## config.mk

```make
export PLATFORM = sky130hd
export DESIGN_NAME = spike_arbiter
export DESIGN_NICKNAME = d
export VERILOG_FILES = /design/src/rtl/accel_pkg.sv /design/src/rtl/rr_select.sv /design/src/rtl/spike_arbiter.sv
export SDC_FILE = /design/constraint.sdc
export NUM_CORES = 1
export LEC_CHECK = 0
export CAP_MARGIN = 20
export CORE_AREA = 2 2 41 43
export CTS_CLUSTER_SIZE = 40
export DETAILED_ROUTE_END_ITERATION = 7
export DIE_AREA = 0 0 43 45
export PLACE_DENSITY = 0.77
export SYNTH_ARGS = -nofsm -noshare
export SYNTH_HDL_FRONTEND = slang
export SYNTH_SLANG_ARGS = --single-unit
```

## constraint.sdc

```tcl
create_clock -name clk -period 2.9 [get_ports clk]
set_clock_uncertainty 0.2 [all_clocks]
set_input_delay 0.58 -clock clk [delete_from_list [all_inputs] [get_ports clk]]
set_output_delay 0.58 -clock clk [all_outputs]
set_load 0.01 [all_outputs]
```

## src/rtl/accel_pkg.sv

```systemverilog
// Shared encodings for the accelerator datapath blocks.
package accel_pkg;

    typedef enum logic [1:0] {
        IDLE    = 2'd0,
        COLLECT = 2'd1,
        DRAIN   = 2'd2
    } arb_state_t;

endpackage

```

## src/rtl/rr_select.sv

```systemverilog
// Combinational round-robin pick: first set request at or above rr_ptr, wrapping.
module rr_select #(
    parameter int numneurons = 4,
    parameter int tagbits    = 2
) (
    input  logic [numneurons-1:0] req,
    input  logic [tagbits-1:0]    rr_ptr,
    output logic                  gnt_valid,
    output logic [tagbits-1:0]    gnt_idx
);

    logic [tagbits-1:0] idx;

    // Scan from the farthest offset down so the nearest request to rr_ptr wins.
    // The index wraps for free because numneurons == 2**tagbits.
    always_comb begin
        gnt_valid = 1'b0;
        gnt_idx   = '0;
        idx       = '0;
        for (int k = numneurons - 1; k >= 0; k--) begin
            idx = rr_ptr + tagbits'(k);
            if (req[idx]) begin
                gnt_valid = 1'b1;
                gnt_idx   = idx;
            end
        end
    end

endmodule

```

## src/rtl/spike_arbiter.sv

```systemverilog
// Gathers spike pulses over a timestep and serialises them into the fire FIFO,
// one round-robin-selected neuron tag per cycle, stalling on FIFO full.
module spike_arbiter
    import accel_pkg::*;
#(
    parameter int numneurons = 4,
    parameter int tagbits    = 2
) (
    input  logic                  clk,
    input  logic                  asyn_reset,
    input  logic                  step_start,
    input  logic                  step_end,
    input  logic [numneurons-1:0] spike,
    input  logic                  fifo_full,
    output logic                  enq,
    output logic [tagbits-1:0]    in_tag,
    output logic                  busy,
    output logic                  step_done,
    output logic [tagbits:0]      spike_count
);

    arb_state_t              state, state_nxt;
    logic [numneurons-1:0]   pending;
    logic [numneurons-1:0]   clr_mask;
    logic [tagbits-1:0]      rr_ptr;
    logic                    gnt_valid;
    logic [tagbits-1:0]      gnt_idx;
    logic                    grant;

    rr_select #(
        .numneurons (numneurons),
        .tagbits    (tagbits)
    ) u_rr_select (
        .req       (pending),
        .rr_ptr    (rr_ptr),
        .gnt_valid (gnt_valid),
        .gnt_idx   (gnt_idx)
    );

    // Grant is combinational so the FIFO captures the tag on the same edge
    // that retires the pending bit.
    assign grant     = (state == COLLECT || state == DRAIN) && gnt_valid && !fifo_full;
    assign enq       = grant;
    assign in_tag    = grant ? gnt_idx : '0;
    assign busy      = (state != IDLE);
    assign step_done = (state == DRAIN) && (pending == '0);

    always_comb begin
        clr_mask = '0;
        if (grant) clr_mask[gnt_idx] = 1'b1;
    end

    always_comb begin
        state_nxt = state;
        case (state)
            IDLE:    if (step_start)       state_nxt = COLLECT;
            COLLECT: if (step_end)         state_nxt = DRAIN;
            DRAIN:   if (pending == '0)    state_nxt = IDLE;
            default:                       state_nxt = IDLE;
        endcase
    end

    always_ff @(posedge clk or posedge asyn_reset) begin
        if (asyn_reset) begin
            state       <= IDLE;
            pending     <= '0;
            rr_ptr      <= '0;
            spike_count <= '0;
        end else begin
            state <= state_nxt;
            // OR-ing spike after the clear lets a same-cycle re-fire survive its grant.
            case (state)
                COLLECT: pending <= (pending & ~clr_mask) | spike;
                DRAIN:   pending <= pending & ~clr_mask;
                default: pending <= '0;
            endcase
            if (grant) rr_ptr <= gnt_idx + tagbits'(1);
            if (state == IDLE && step_start)
                spike_count <= '0;
            else if (grant && spike_count != '1)
                spike_count <= spike_count + {{tagbits{1'b0}}, 1'b1};
        end
    end

endmodule
```

# --- Yosys cells after proc, flatten, opt, wreduce, memory -nomap -nowiden ---
# Index checks and enable logic that the tools add are counted.
# W data, S select, Z words.
totals:
  ff_bits: 11
  word_cells: 64
classes:
  addsub: 5
  n_lt_le_gt_ge: 6
  n_eq_ne: 6
  n_mux: 27
  bitwise_logic: 3
  n_reduce_logical: 13
ops:
  columns: ["operator", "n"]
  rows:
  - ["$mux W2", 8]
  - ["$lt A2 B3 Y1 const B", 5]
  - ["$mux W1", 9]
  - ["$bmux W1 S2", 4]
  - ["$pmux W4 S2", 1]
  - ["$logic_and A1 B1 Y1", 6]
  - ["$mux W3", 2]
  - ["$pmux W2 S3", 1]
  - ["$add A2 B1 Y2 const B", 2]
  - ["$add A2 B2 Y2 const B", 2]
  - ["$and A4 B4 Y4", 1]
  - ["$logic_not A4 Y1", 1]
  - ["$mux W4", 1]
  - ["$ne A2 B2 Y1 const B", 2]
  - ["$not A4 Y4", 1]
  - ["$or A4 B4 Y4", 1]
  - ["$reduce_bool A2 Y1", 2]
  - ["$add A3 B1 Y3 const B", 1]
  - ["$ne A3 B3 Y1 const B", 1]
  - ["$reduce_and A3 Y1", 1]
  - ["$demux W1 S2", 1]
  - ["$eq A2 B1 Y1 const B", 1]
  - ["$eq A2 B2 Y1 const B", 1]
  - ["$ge A2 B1 Y1 const B", 1]
  - ["4 further kinds", 4]

# --- Logic depth before layout (Yosys ltp) ---
logic_depth:
  depth_word: 16
  ltp_mapped: 6
  depth_no_buf: 6

# --- Hierarchy ---
# Synthesis repeated with hierarchy kept, for this count alone.
unflattened:
  hier_cells: 74
  area_unflattened_um2: 752.0
modules_own_cells:
  columns: ["module", "n_inst", "cells_per_inst", "area_per_inst_um2", "seq_area_each_um2"]
  rows:
  - ["spike_arbiter", 1, 61, 674.4, 275.3]
  - ["rr_select", 1, 13, 77.6, 0.0]

# --- Least setup slack after synthesis ---
# Ideal clock, no wire load.
synth_timing:
  path_kind: "register to output"
  startpoint: "reg state[0]"
  endpoint: "out in_tag[1]"
  arrival_time_ns: 1.346
  slack_ns: 0.774
  path_stages_with_launch: 6
  cell_sequence: "dfrtp_1 inv_1 ha_1 nor3b_1 buf_2 and2_1"
synth_via:
  elab_chain_len: 5
synth_lines:
  columns: ["element", "line", "source"]
  rows:
  - ["start, declared", "spike_arbiter.sv:22", "arb_state_t state, state_nxt;"]
  - ["start signal, assigned", "spike_arbiter.sv:70", "state <= state_nxt;"]
  - ["$eq A2 B1 Y1 or $eq A2 B2 Y1 (tied branches)", "spike_arbiter.sv:42", "assign grant = (state == COLLECT || state == DRAIN) && gnt_valid && !fifo_full;"]
  - ["$logic_or A1 B1 Y1 *", "spike_arbiter.sv:42", null]
  - ["$logic_and A1 B1 Y1 * (2 in series)", "spike_arbiter.sv:42", null]
  - ["named net enq", "spike_arbiter.sv:15", "output logic enq,"]
  - ["$mux W2 *", "spike_arbiter.sv:44", "assign in_tag = grant ? gnt_idx : '0;"]
  - ["end, declared", "spike_arbiter.sv:16", "output logic [tagbits-1:0] in_tag,"]
# Mark *: on every way through the listed nets, which the timed path passes. The rest lies on a longest branch.

# --- Final worst setup path ---
layout_timing:
  startpoint: "reg rr_ptr[1]"
  endpoint: "out in_tag[0]"
layout_via:
  elab_chain_len: 10
layout_lines:
  columns: ["element", "line", "source"]
  rows:
  - ["start, declared", "spike_arbiter.sv:25", "logic [tagbits-1:0] rr_ptr;"]
  - ["start signal, assigned", "spike_arbiter.sv:77", "if (grant) rr_ptr <= gnt_idx + tagbits'(1);"]
  - ["$add A2 B2 Y2", "rr_select.sv:21", "idx = rr_ptr + tagbits'(k);"]
  - ["$bmux W1 S2", "rr_select.sv:22", "if (req[idx]) begin"]
  - ["$mux W1 (implied by the code)", "rr_select.sv:22", null]
  - ["$mux W1 (4 in series)", "rr_select.sv:22", null]
  - ["$logic_and A1 B1 Y1 (2 in series)", "spike_arbiter.sv:42", null]
  - ["$mux W2 *", "spike_arbiter.sv:44", null]
# Mark *: on every way between the ends. The rest lies on a longest branch, timed or not. The select of a mux whose other input is x is not followed.

==> summary.md <==
| Metric | Value |
|---|---|
| Total Neg Setup Slack | `0 ns` |
| Slew HR | `72.8%` |
| Type of destination of the critical path | `output pin` |
| Drt initial violations | `15` |
| Routed WL | `1450 um` |
| Port buffer count | `16` |
| Share of layout cells above drive strength 1 | `13.5%` |
| Inserted Clock Buffers | `3` |
| Most common flop cell mapped by yosys | `dfrtp_1` |
| Largest net degree at the start of global routing | `12` |
| Most frequent cells after synthesis | `11 x dfrtp_1, 10 x a21oi_1, 9 x inv_1` |
| CTS tree | `yes` |
| CP Max Fanout | `6` |
| Final worst path period need | `2.77 ns` |
| Met3 WL | `57 um` |
| Post-DP HPWL | `1130 um` |
| Clock-pin slew on the worst setup and hold paths | `0.06 ns` |
| Synth Area in Compound Gates | `22.6%` |
| Xor-xnor portion of the synthesized cell area | `2.47%` |
| # setup viols final | `0` |
| Synthesized area per cell | `9.72 um2` |
| Hold-fix buffers, CTS | `0` |
| Wire per inst | `12.9 um` |
| Post-synthesis adder-cell area fraction | `10.6%` |
| Hold Crit Class | `reg -> reg` |
| Total track usage | `18.5%` |
| Mapped Area | `709 um2` |
| Pwr/cell area | `990 nW/um2` |
| Type of origin of the critical path | `register` |
| Sequential area share after synthesis | `38.8%` |
| Slew Viols, Final | `0` |
| Final hold vios | `0` |
| Initial core utilization | `48.2%` |
| GPL Wtd Cong | `0.834` |
| Mapped Nets | `88` |
| Post-route insts no fill | `112` |
| Met1 wire length | `638 um` |
| ANT nets after route | `0` |
| Synth warnings | `0` |
| Post-synthesis mux area share | `5.82%` |
| Via/cell ratio | `5.42` |
| Htree depth | `1` |
| Placed instance count | `107` |
| Drt pass-1 iters | `5` |
| Setup WS pre-CTS | `0.129 ns` |
| Total of max-cap violations | `0` |
| Grt ovf | `0` |
| Synth top area share | `38.8%` |
| Synth area leaders | `dfrtp_1 39%, ha_1 11%, a21oi_1 7.1%` |
| CTS Buffer Depth | `2` |
| Lkg Pwr | `0.430 nW` |
| WS Path Type | `reg -> out` |
| Synth async-reset ratio | `100%` |
| Period utilization | `95.4%` |
| Synth Area in Simple Gates | `14.3%` |
| Largest family of logic cells by synthesized area | `compound AO/OA/AOI/OAI gates` |
| PnR worst setup slack | `0.135 ns` |
| Initial antenna violation count | `0` |
| Worst-Margin Slew | `0.408 ns` |
| Count leader, synth | `dfrtp_1` |
| Core Box Area | `1470 um2` |
| Clock latency on the worst-skew pair | `0.26 ns` |
| Sink Count | `11` |
| Cell taking the most area after synthesis | `dfrtp_1` |
| Vias in the first global route | `607` |
| P&R area growth vs syn | `36.5%` |
| I/O pins | `17` |
| DR top layer | `met4` |
| Worst Path Arrival | `1.99 ns` |
| Chip Height | `45 um` |
| Max VDD drop | `0.000552 V` |
| DR DRC count | `0` |
| #FFs+latches synth | `11` |
| Nets | `112` |
| Mapped Cells | `73` |
| Die Footprint | `1940 um2` |
| RSZ-0062 raised after global routing | `no` |
| Rows | `14` |
| First-pass GRT wire length | `2550 um` |
| Cell variety after synth | `25` |
| Antenna Cells | `0` |
| Fmax achieved | `362 MHz` |
| R2R setup slack | `0.87 ns` |
| Die X | `43 um` |
| DR vias | `607` |
| EDFF count, synth | `0` |
| Clk root buf | `clkbuf_4` |
| Outcome | `complete, no violations` |
| Critical Path RT | `2.12 ns` |
| Met2 wire length | `737 um` |
[routing by layer]
metal	vias up	track usage [%]
li1	304	-
met1	283	20.6
met2	18	31.2
met3	2	7.20
met4	0	9.09
met5	-	0
[registers in the layout (all words and copies together) (netlist names)]
register and count:
spike_count 3, rr_ptr 2, state 2, pending 4
[cell families after synthesis]
family | count (synthesis)
DFF | 11
AOI/OAI and AO/OA | 23
muxes | 4
buffers and inverters | 10
xor gates and xnor gates | 2
adders and majority gates | 6
and+or+nand+nor | 17
[layout by cell type, fill, tap and decap left out]
master | netlist | final
o2bb2a_2 | 0 | 1
o21ai_1 | 4 | 4
dfrtp_1 | 11 | 11
buf_4 | 0 | 4
nor3b_2 | 0 | 1
nand3_1 | 2 | 2
clkdlybuf4s50_1 | 0 | 16
and3b_1 | 1 | 1
a21oi_1 | 10 | 10
nand2b_1 | 2 | 2
a311oi_4 | 1 | 1
and2_1 | 2 | 2
inv_1 | 9 | 9
ha_1 | 6 | 5
mux2_1 | 1 | 1
nor4_4 | 0 | 1
a31o_1 | 1 | 1
o21a_1 | 2 | 2
a21oi_2 | 1 | 1
o22a_1 | 1 | 1
clkbuf_4 | 0 | 3
a31oi_1 | 2 | 2
nor2_1 | 2 | 2
and2b_1 | 1 | 1
nor3b_1 | 2 | 1
mux2i_1 | 3 | 3
ha_4 | 0 | 1
xnor2_1 | 2 | 2
nand2_1 | 4 | 4
clkbuf_1 | 0 | 1
[layout make-up]
cell class                      count  area (um2)
Inverter                            9        33.8
Tap cell                           16        20.0
Timing Repair Buffer               20         190
Sequential cell                    11         275
Clock buffer                        4        26.3
Fill cell                         118         503
Multi-Input combinational cell     52         423
[final timing paths]
kind	from	endpoint	depth (start not counted)
hold / removal	rr_ptr[0]	rr_ptr[0]	1
setup / recovery	rr_ptr[1]	in_tag[0]	6
hold reg to reg	rr_ptr[0]	rr_ptr[0]	1
min in group asynchronous	asyn_reset	rr_ptr[0]	2
setup reg to reg	state[1]	spike_count[1]	8
max in group asynchronous	asyn_reset	spike_count[2]	2
[metrics by stage]
stage / hold slack [ns] / util, % / instance area (um2) / power (mW)
final: 0.322 / 65.8 / 968 / 0.959
after global routing: 0.352 / 65.8 / 968 / 1.04
after CTS: 0.327 / 64.3 / 946 / 0.929
after detailed placement: 0.310 / 61.6 / 907 / 0.797
after global placement: 0.305 / 61.6 / 907 / 0.778
after floorplan: 0.232 / - / 709 / 0.618
[critical path, cell delays in order, from the launching register on]
cell and delay (ns):
dfrtp_1 0.47, mux2i_1 0.21, nor2_1 0.08, a311oi_4 0.28
nand2_1 0.11, inv_1 0.06, clkdlybuf4s50_1 0.52
[report_power, final]
group          internal (mW)  switching [mW]
Sequential             0.207          0.0747
Combinational          0.306           0.272
Clock                 0.0532          0.0463
[timing repair]
action                                  in CTS  in global routing
endpoints found under the setup margin       2                  2
buffers inserted                             0                  1
resized for setup                            1                  3
pin swaps                                    0                  0
Power figures use the tool's default switching activity.
